[src/rtl/irq_pkg.sv]
// irq_pkg: shared definitions for the interrupt controller.
//   - cause codes (lowest code = highest priority)
//   - FSM state enum
//   - default vector addresses and a vector-address helper
package irq_pkg;

  localparam logic [7:0] CAUSE_NMI    = 8'd0;
  localparam logic [7:0] CAUSE_EBREAK = 8'd1;
  localparam logic [7:0] CAUSE_ECALL  = 8'd2;
  localparam logic [7:0] CAUSE_TMR    = 8'd3;
  localparam logic [7:0] CAUSE_EXT0   = 8'd4;

  // Number of internal (non-external-line) causes ahead of line 0.
  localparam int unsigned NUM_FIXED = 4;

  localparam logic [31:0] DEF_NMI_VEC  = 32'h0000_0080;
  localparam logic [31:0] DEF_VEC_BASE = 32'h0000_0100;

  typedef enum logic [1:0] {
    ST_IDLE,
    ST_REQ,
    ST_SERVICE
  } irq_state_e;

  // NMI jumps to its fixed handler; everything else is table-indexed by cause.
  function automatic logic [31:0] vec_of(input logic [7:0]  c,
                                         input logic [31:0] nmi_vec,
                                         input logic [31:0] vec_base);
    return (c == CAUSE_NMI) ? nmi_vec : vec_base + {22'd0, c, 2'b00};
  endfunction

endpackage

[src/rtl/irq_timer.sv]
// irq_timer: free-running period timer.
//   clk_i  - clock
//   rst_n  - asynchronous active-low reset
//   limit  - period in cycles; 0 stops the timer and holds the count at 0
//   tick   - high in the cycle where the count reaches limit-1 (count reloads 0
//            on that same edge)
module irq_timer #(
  parameter int unsigned TMR_W = 32
) (
  input  logic             clk_i,
  input  logic             rst_n,
  input  logic [TMR_W-1:0] limit,
  output logic             tick
);

  logic [TMR_W-1:0] count_q, count_d;

  // '>=' rather than '==' so that lowering limit below the current count
  // fires on the very next edge instead of waiting for a counter wrap.
  always_comb begin
    tick    = 1'b0;
    count_d = count_q + TMR_W'(1);
    if (limit == '0) begin
      count_d = '0;
    end else if (count_q >= limit - TMR_W'(1)) begin
      tick    = 1'b1;
      count_d = '0;
    end
  end

  always_ff @(posedge clk_i or negedge rst_n) begin
    if (!rst_n) count_q <= '0;
    else        count_q <= count_d;
  end

endmodule

[src/rtl/irq_controller.sv]
// irq_controller: prioritised interrupt/exception request controller.
//   clk_i, rst_n         - clock, asynchronous active-low reset
//   en_inter             - global enable for maskable sources
//   en_ecall, en_tmr     - per-source enables
//   en_int[NUM_IRQ]      - per-line enables for external lines
//   nmi                  - non-maskable request (rising edge)
//   ecall, ebreak        - one-cycle exception pulses
//   int_lines[NUM_IRQ]   - external lines (rising edge)
//   limit                - timer period, 0 disables
//   irq_ready            - pipeline accepts the redirect
//   epc_i                - PC saved on accept
//   mret_i               - return-from-handler pulse
//   irq_valid/vec_addr/cause - redirect request, handler address, cause code
//   mepc_o               - last saved PC
//   in_service           - a handler is active
//   pending_o            - raw pending register, indexed by cause code
module irq_controller
  import irq_pkg::*;
#(
  parameter int unsigned NUM_IRQ  = 8,
  parameter int unsigned TMR_W    = 32,
  parameter logic [31:0] VEC_BASE = DEF_VEC_BASE,
  parameter logic [31:0] NMI_VEC  = DEF_NMI_VEC
) (
  input  logic                      clk_i,
  input  logic                      rst_n,
  input  logic                      en_inter,
  input  logic                      en_ecall,
  input  logic                      en_tmr,
  input  logic [NUM_IRQ-1:0]        en_int,
  input  logic                      nmi,
  input  logic                      ecall,
  input  logic                      ebreak,
  input  logic [NUM_IRQ-1:0]        int_lines,
  input  logic [TMR_W-1:0]          limit,
  input  logic                      irq_ready,
  input  logic [31:0]               epc_i,
  input  logic                      mret_i,
  output logic                      irq_valid,
  output logic [31:0]               vec_addr,
  output logic [7:0]                cause,
  output logic [31:0]               mepc_o,
  output logic                      in_service,
  output logic [NUM_IRQ+3:0]        pending_o
);

  localparam int unsigned NSRC = NUM_IRQ + NUM_FIXED;

  irq_state_e          state_q, state_d;
  logic [NSRC-1:0]     pend_q, pend_d, set_src, clr_src, elig;
  logic                nmi_q;
  logic [NUM_IRQ-1:0]  int_q;
  logic                smp_vld_q;
  logic                tmr_tick;
  logic [7:0]          cause_q, cause_d, win;
  logic [31:0]         vec_q, vec_d, mepc_q, mepc_d;
  logic                any_elig, found, latch, accept;

  irq_timer #(.TMR_W(TMR_W)) u_timer (
    .clk_i (clk_i),
    .rst_n (rst_n),
    .limit (limit),
    .tick  (tmr_tick)
  );

  // Previous-sample registers. smp_vld_q masks the first post-reset edge so
  // lines already high at release are not seen as 0->1 transitions.
  always_ff @(posedge clk_i or negedge rst_n) begin
    if (!rst_n) begin
      nmi_q     <= 1'b0;
      int_q     <= '0;
      smp_vld_q <= 1'b0;
    end else begin
      nmi_q     <= nmi;
      int_q     <= int_lines;
      smp_vld_q <= 1'b1;
    end
  end

  always_comb begin
    set_src              = '0;
    set_src[CAUSE_NMI]    = nmi & ~nmi_q & smp_vld_q;
    set_src[CAUSE_EBREAK] = ebreak;
    set_src[CAUSE_ECALL]  = ecall;
    set_src[CAUSE_TMR]    = tmr_tick;
    set_src[NSRC-1:NUM_FIXED] = int_lines & ~int_q & {NUM_IRQ{smp_vld_q}};
  end

  always_comb begin
    elig                  = '0;
    elig[CAUSE_NMI]       = pend_q[CAUSE_NMI];
    elig[CAUSE_EBREAK]    = pend_q[CAUSE_EBREAK];
    elig[CAUSE_ECALL]     = pend_q[CAUSE_ECALL] & en_ecall & en_inter;
    elig[CAUSE_TMR]       = pend_q[CAUSE_TMR] & en_tmr & en_inter;
    elig[NSRC-1:NUM_FIXED] = pend_q[NSRC-1:NUM_FIXED] & en_int & {NUM_IRQ{en_inter}};
  end

  // Fixed priority: lowest cause code wins.
  always_comb begin
    win   = '0;
    found = 1'b0;
    for (int unsigned i = 0; i < NSRC; i++) begin
      if (elig[i] && !found) begin
        win   = 8'(i);
        found = 1'b1;
      end
    end
  end

  assign any_elig = |elig;
  assign accept   = (state_q == ST_REQ) & irq_ready;

  // Set wins over clear so an event landing on the accept edge is not lost.
  always_comb begin
    clr_src = '0;
    if (accept) clr_src = {{(NSRC-1){1'b0}}, 1'b1} << cause_q;
    pend_d = (pend_q & ~clr_src) | set_src;
  end

  // FSM: state register
  always_ff @(posedge clk_i or negedge rst_n) begin
    if (!rst_n) state_q <= ST_IDLE;
    else        state_q <= state_d;
  end

  // FSM: next state. mret with work already eligible goes straight to REQ,
  // keeping the request latency at one cycle.
  always_comb begin
    state_d = state_q;
    latch   = 1'b0;
    case (state_q)
      ST_IDLE: begin
        if (any_elig) begin
          state_d = ST_REQ;
          latch   = 1'b1;
        end
      end
      ST_REQ: begin
        if (irq_ready) state_d = ST_SERVICE;
      end
      ST_SERVICE: begin
        if (mret_i) begin
          if (any_elig) begin
            state_d = ST_REQ;
            latch   = 1'b1;
          end else begin
            state_d = ST_IDLE;
          end
        end
      end
      default: state_d = ST_IDLE;
    endcase
  end

  // FSM: outputs
  always_comb begin
    irq_valid  = (state_q == ST_REQ);
    in_service = (state_q == ST_SERVICE);
    cause      = cause_q;
    vec_addr   = vec_q;
    mepc_o     = mepc_q;
    pending_o  = pend_q;
  end

  // Cause and vector are latched together so both stay stable through REQ.
  always_comb begin
    cause_d = latch  ? win : cause_q;
    vec_d   = latch  ? vec_of(win, NMI_VEC, VEC_BASE) : vec_q;
    mepc_d  = accept ? epc_i : mepc_q;
  end

  always_ff @(posedge clk_i or negedge rst_n) begin
    if (!rst_n) begin
      pend_q  <= '0;
      cause_q <= '0;
      vec_q   <= '0;
      mepc_q  <= '0;
    end else begin
      pend_q  <= pend_d;
      cause_q <= cause_d;
      vec_q   <= vec_d;
      mepc_q  <= mepc_d;
    end
  end

endmodule

[config.mk]
export PLATFORM = sky130hd
export DESIGN_NAME = irq_controller
export DESIGN_NICKNAME = d
export VERILOG_FILES = /design/src/rtl/irq_pkg.sv /design/src/rtl/irq_timer.sv /design/src/rtl/irq_controller.sv
export SDC_FILE = /design/constraint.sdc
export NUM_CORES = 1
export LEC_CHECK = 0
export ABC_AREA = 1
export BUFFER_PORTS_ARGS = -buffer_cell sky130_fd_sc_hd__clkbuf_2
export CAP_MARGIN = 20
export CORE_UTILIZATION = 54
export DETAILED_ROUTE_END_ITERATION = 12
export PLACE_DENSITY = 0.81
export REMOVE_ABC_BUFFERS = 1
export SLEW_MARGIN = 20
export SYNTH_ARGS = -nofsm -noshare
export SYNTH_HDL_FRONTEND = slang
export SYNTH_HIERARCHICAL = 1
export SYNTH_SLANG_ARGS = --single-unit
[constraint.sdc]
create_clock -name clk_i -period 2.15 [get_ports clk_i]
set_input_delay 0.43 -clock clk_i [delete_from_list [all_inputs] [get_ports clk_i]]
set_output_delay 0.43 -clock clk_i [all_outputs]
set_load 0.02 [all_outputs]
==> results.md <==
* Worst setup EP type: flop
* Detailed Place HPWL at 13.2 mm
* Final setup viols at 33
* Layout cell share with drive strength beyond 1 at 0.356
* CP Class: input port to flop
* Hold_buf cts at 0
* # port buffers at 145
* Detail Route Antenna Nets at 0
* Footprint of the multi-input gates at 0.00417 sq mm
* Critical path data arrival time at 3.02 ns
* Maximum fanout along the worst path at 8
* Fin Clk Skew at around 0.0073 ns
* Peak supply drop at between 0.0006 and 0.0007 V
* Root Buffer: clkbuf_16
* Gate Count Post-Synth at around 880
* CP Launch Type: input port
* Antenna diodes at 0
* # clock sinks at between 90 and 100
* Nets at 1,235
* Fillcell total at 920
* Number of DRC markers in iteration 0 at 536
* Routed WL at 19.1 mm
* DRC viols at 0
* Met3 Resource Use GR at 0.0590
* Initial core utilization at 0.559
* Mean Syn Cell Area at 7.72 sq um
* Tightest Pin Transition at 0.559 ns
* Wire per inst at 14.9 microns
* CTS tree: done
* Initial antenna violation count at 0
* Die area at 0.0130 sq mm
* Vias in the first global route at 6,197
* Setup_tns at -18.56 ns
* Required @ worst endpoint at 2.42 ns
* M2 GR Usage at 0.484
* Fmax at 364 MHz
* Register area at 0.00245 sq mm
* H-tree Lvls at 3
* Cell variety after synth at 46
* Largest net degree at the start of global routing at 42
* Outcome: finished with violations
* Final Non-Filler Cells at 1,280
* Area grow syn2layout at 32.4%
* Post-synthesis cell area at 0.00677 sq mm
* Min Tclk post-route at 2.75 ns
* Total gr overflow at 0
* Clock transition at path regs at 0.07 ns
* Met1 usage in global routing at 0.334
* Vias at 6,783
* Syn. warnings at 6
* Clock buffer depth at 2
* RSZ-0062 raised after global routing: yes
* Total power at 6.36 mW
* Clock latency on the worst-skew pair at 0.34 ns
* Core Region at 0.0121 sq mm
* Layer with the highest usage: met2
* Post-synthesis register bit count at 98
* Io pins at 176
* Hold WC Path Type: input port to async pin
* Tot GR Track Use at 0.274
* Vias/cell at 5.30
* First-pass GRT wire length at 28.2 mm
* Final Hold Fails at 0
* Routability cong. at 0.934
* Post-synthesis sequential area ratio at 0.362
* Placed insts at 1,254
* Max-slew headroom at 0.627
* Rows at 40
* CTS Buf Count at 9
* Hold slack at 0.0657 ns
* Final Max Tran Viols at 0
* Failing checks: negative setup slack
* Setup ws final at -0.598 ns
* Max cap viols at 0
* Lkg Pwr at 4.52 nW
* Chip Height at 114 microns
* Pwr dens at 709 mW/mm^2
* Fin crit share at 1.28
* DRT Pass-1 Iters at 6
* Die width at 114 microns
==> worst max-delay path, cell delays in order <==
cell	delay, ns
clkbuf_2	0.11
nor2_1	0.26
inv_1	0.13
nor2_2	0.23
nand3_1	0.20
nor2_1	0.16
xnor2_1	0.15
ha_1	0.28
a21oi_1	0.14
o21ai_0	0.11
nand2_1	0.09
nand3_1	0.09
a21oi_2	0.19
nand2_4	0.14
clkbuf_16	0.22
nor2_4	0.11
==> routing by layer <==
layer,wire length [microns],vias to the layer above
met1,7270,3181
met2,9800,317
met4,634,0
li1,-,3212
met3,1370,73
met5,0,-
==> power breakdown <==
| part | leakage [nW] | total [mW] | internal (mW) | switching, mW |
|---|---|---|---|---|
| clock | 0.141 | 1.65 | 1.00 | 0.654 |
| combinational | 3.17 | 2.23 | 0.752 | 1.48 |
| sequential | 1.21 | 2.47 | 2.23 | 0.243 |
==> flip-flops by register name (all words and copies together), names as in the netlist <==
| register | cells |
|---|---|
| mepc_o | 32 |
| pending_o | 12 |
| nmi_q | 1 |
| u_timer/count_q | 32 |
| smp_vld_q | 1 |
| int_q | 8 |
| state_q | 2 |
| cause | 4 |
| vec_addr | 6 |
==> synthesized netlist by cell type (all sizes together) <==
master  number  area (sq um)
nand2      279          1120
nor2       138           636
dfrtp       98          2450
inv         74           283
nand3       62           518
buf         41           329
ha          35           438
xor2        21           184
nand4       20           125
nor3        19           105
a21oi       17          85.1
o21ai       17          85.1
xnor2       13           114
or2         10          62.6
o31ai        6          45.0
nand3b       4          46.3
o211ai       4          35.0
and2         3          18.8
clkbuf       3          11.3
a21o         2          15.0
and3         2          13.8
conb         2          7.51
nor4         2          12.5
o21bai       2          15.0
a22o         1          8.76
clkinv       1          3.75
nand2b       1          6.26
==> final timing paths <==
check | end | depth (start not counted) | from | slack [ns]
max in group asynchronous | u_timer/count_q[8] | 2 | rst_n | 1.39
max | u_timer/count_q[17] | 16 | limit[15] | -0.60
min reg2reg | pending_o[10] | 1 | int_q[6] | 0.42
max reg2reg | u_timer/count_q[17] | 9 | u_timer/count_q[21] | 0.13
min in group clk_i | int_q[6] | 1 | int_lines[6] | 0.21
min | vec_addr[3] | 1 | rst_n | 0.07
==> through the flow <==
stage | setup slack [ns] | area [sq um] | util
final | -0.598 | 8970 | 0.740
after global routing | -0.731 | 8970 | 0.740
after CTS | -0.405 | 8670 | 0.715
after detailed placement | -0.776 | 8110 | 0.670
after global placement | -0.710 | 8110 | 0.670
after floorplan | -0.787 | 6540 | -
==> kinds of logic after synthesis <==
family / share of synthesized area
simple gates: 0.393
other cells: 0.00111
flops: 0.362
compound gates: 0.0427
xor+xnor: 0.0440
buf+inv: 0.0926
fa+ha+maj: 0.0647
==> layout by cell type, fill, tap and decap left out, types with 7 or more instances in the layout <==
master     Yosys  layout
nand2_1      265     259
clkbuf_2       0     139
dfrtp_1       98      98
buf_4         30      86
nor2_1       114      77
inv_1         71      66
nor2_4         6      39
ha_1          35      34
conb_1         2      31
nand3_1       31      27
nand3_2       24      26
xor2_1        21      21
nor2_2        16      20
nand4_1       20      20
o21ai_0       17      17
a21oi_1       17      14
nor3_1        17      14
nand2_2        9      13
xnor2_1       13      13
clkbuf_16      0      10
nand3_4        7       9
or2_2          7       7
==> repair_timing <==
action / CTS / global route
resized for setup: 34 / 84
endpoints found under the setup margin: 33 / 33
pin swaps: 1 / 25
gates cloned: 2 / 1
setup buffers: 11 / 1
==> layout make-up <==
class / count / share of cell area
clock inverters: 3 / 0.00753
clock buffers: 10 / 0.0255
flip-flops and latches: 98 / 0.273
well taps: 168 / 0.0234
inverters: 75 / 0.0328
multi-input cells: 689 / 0.465
repair buffers: 237 / 0.172
No activity file was read; power rests on OpenSTA's default activity.
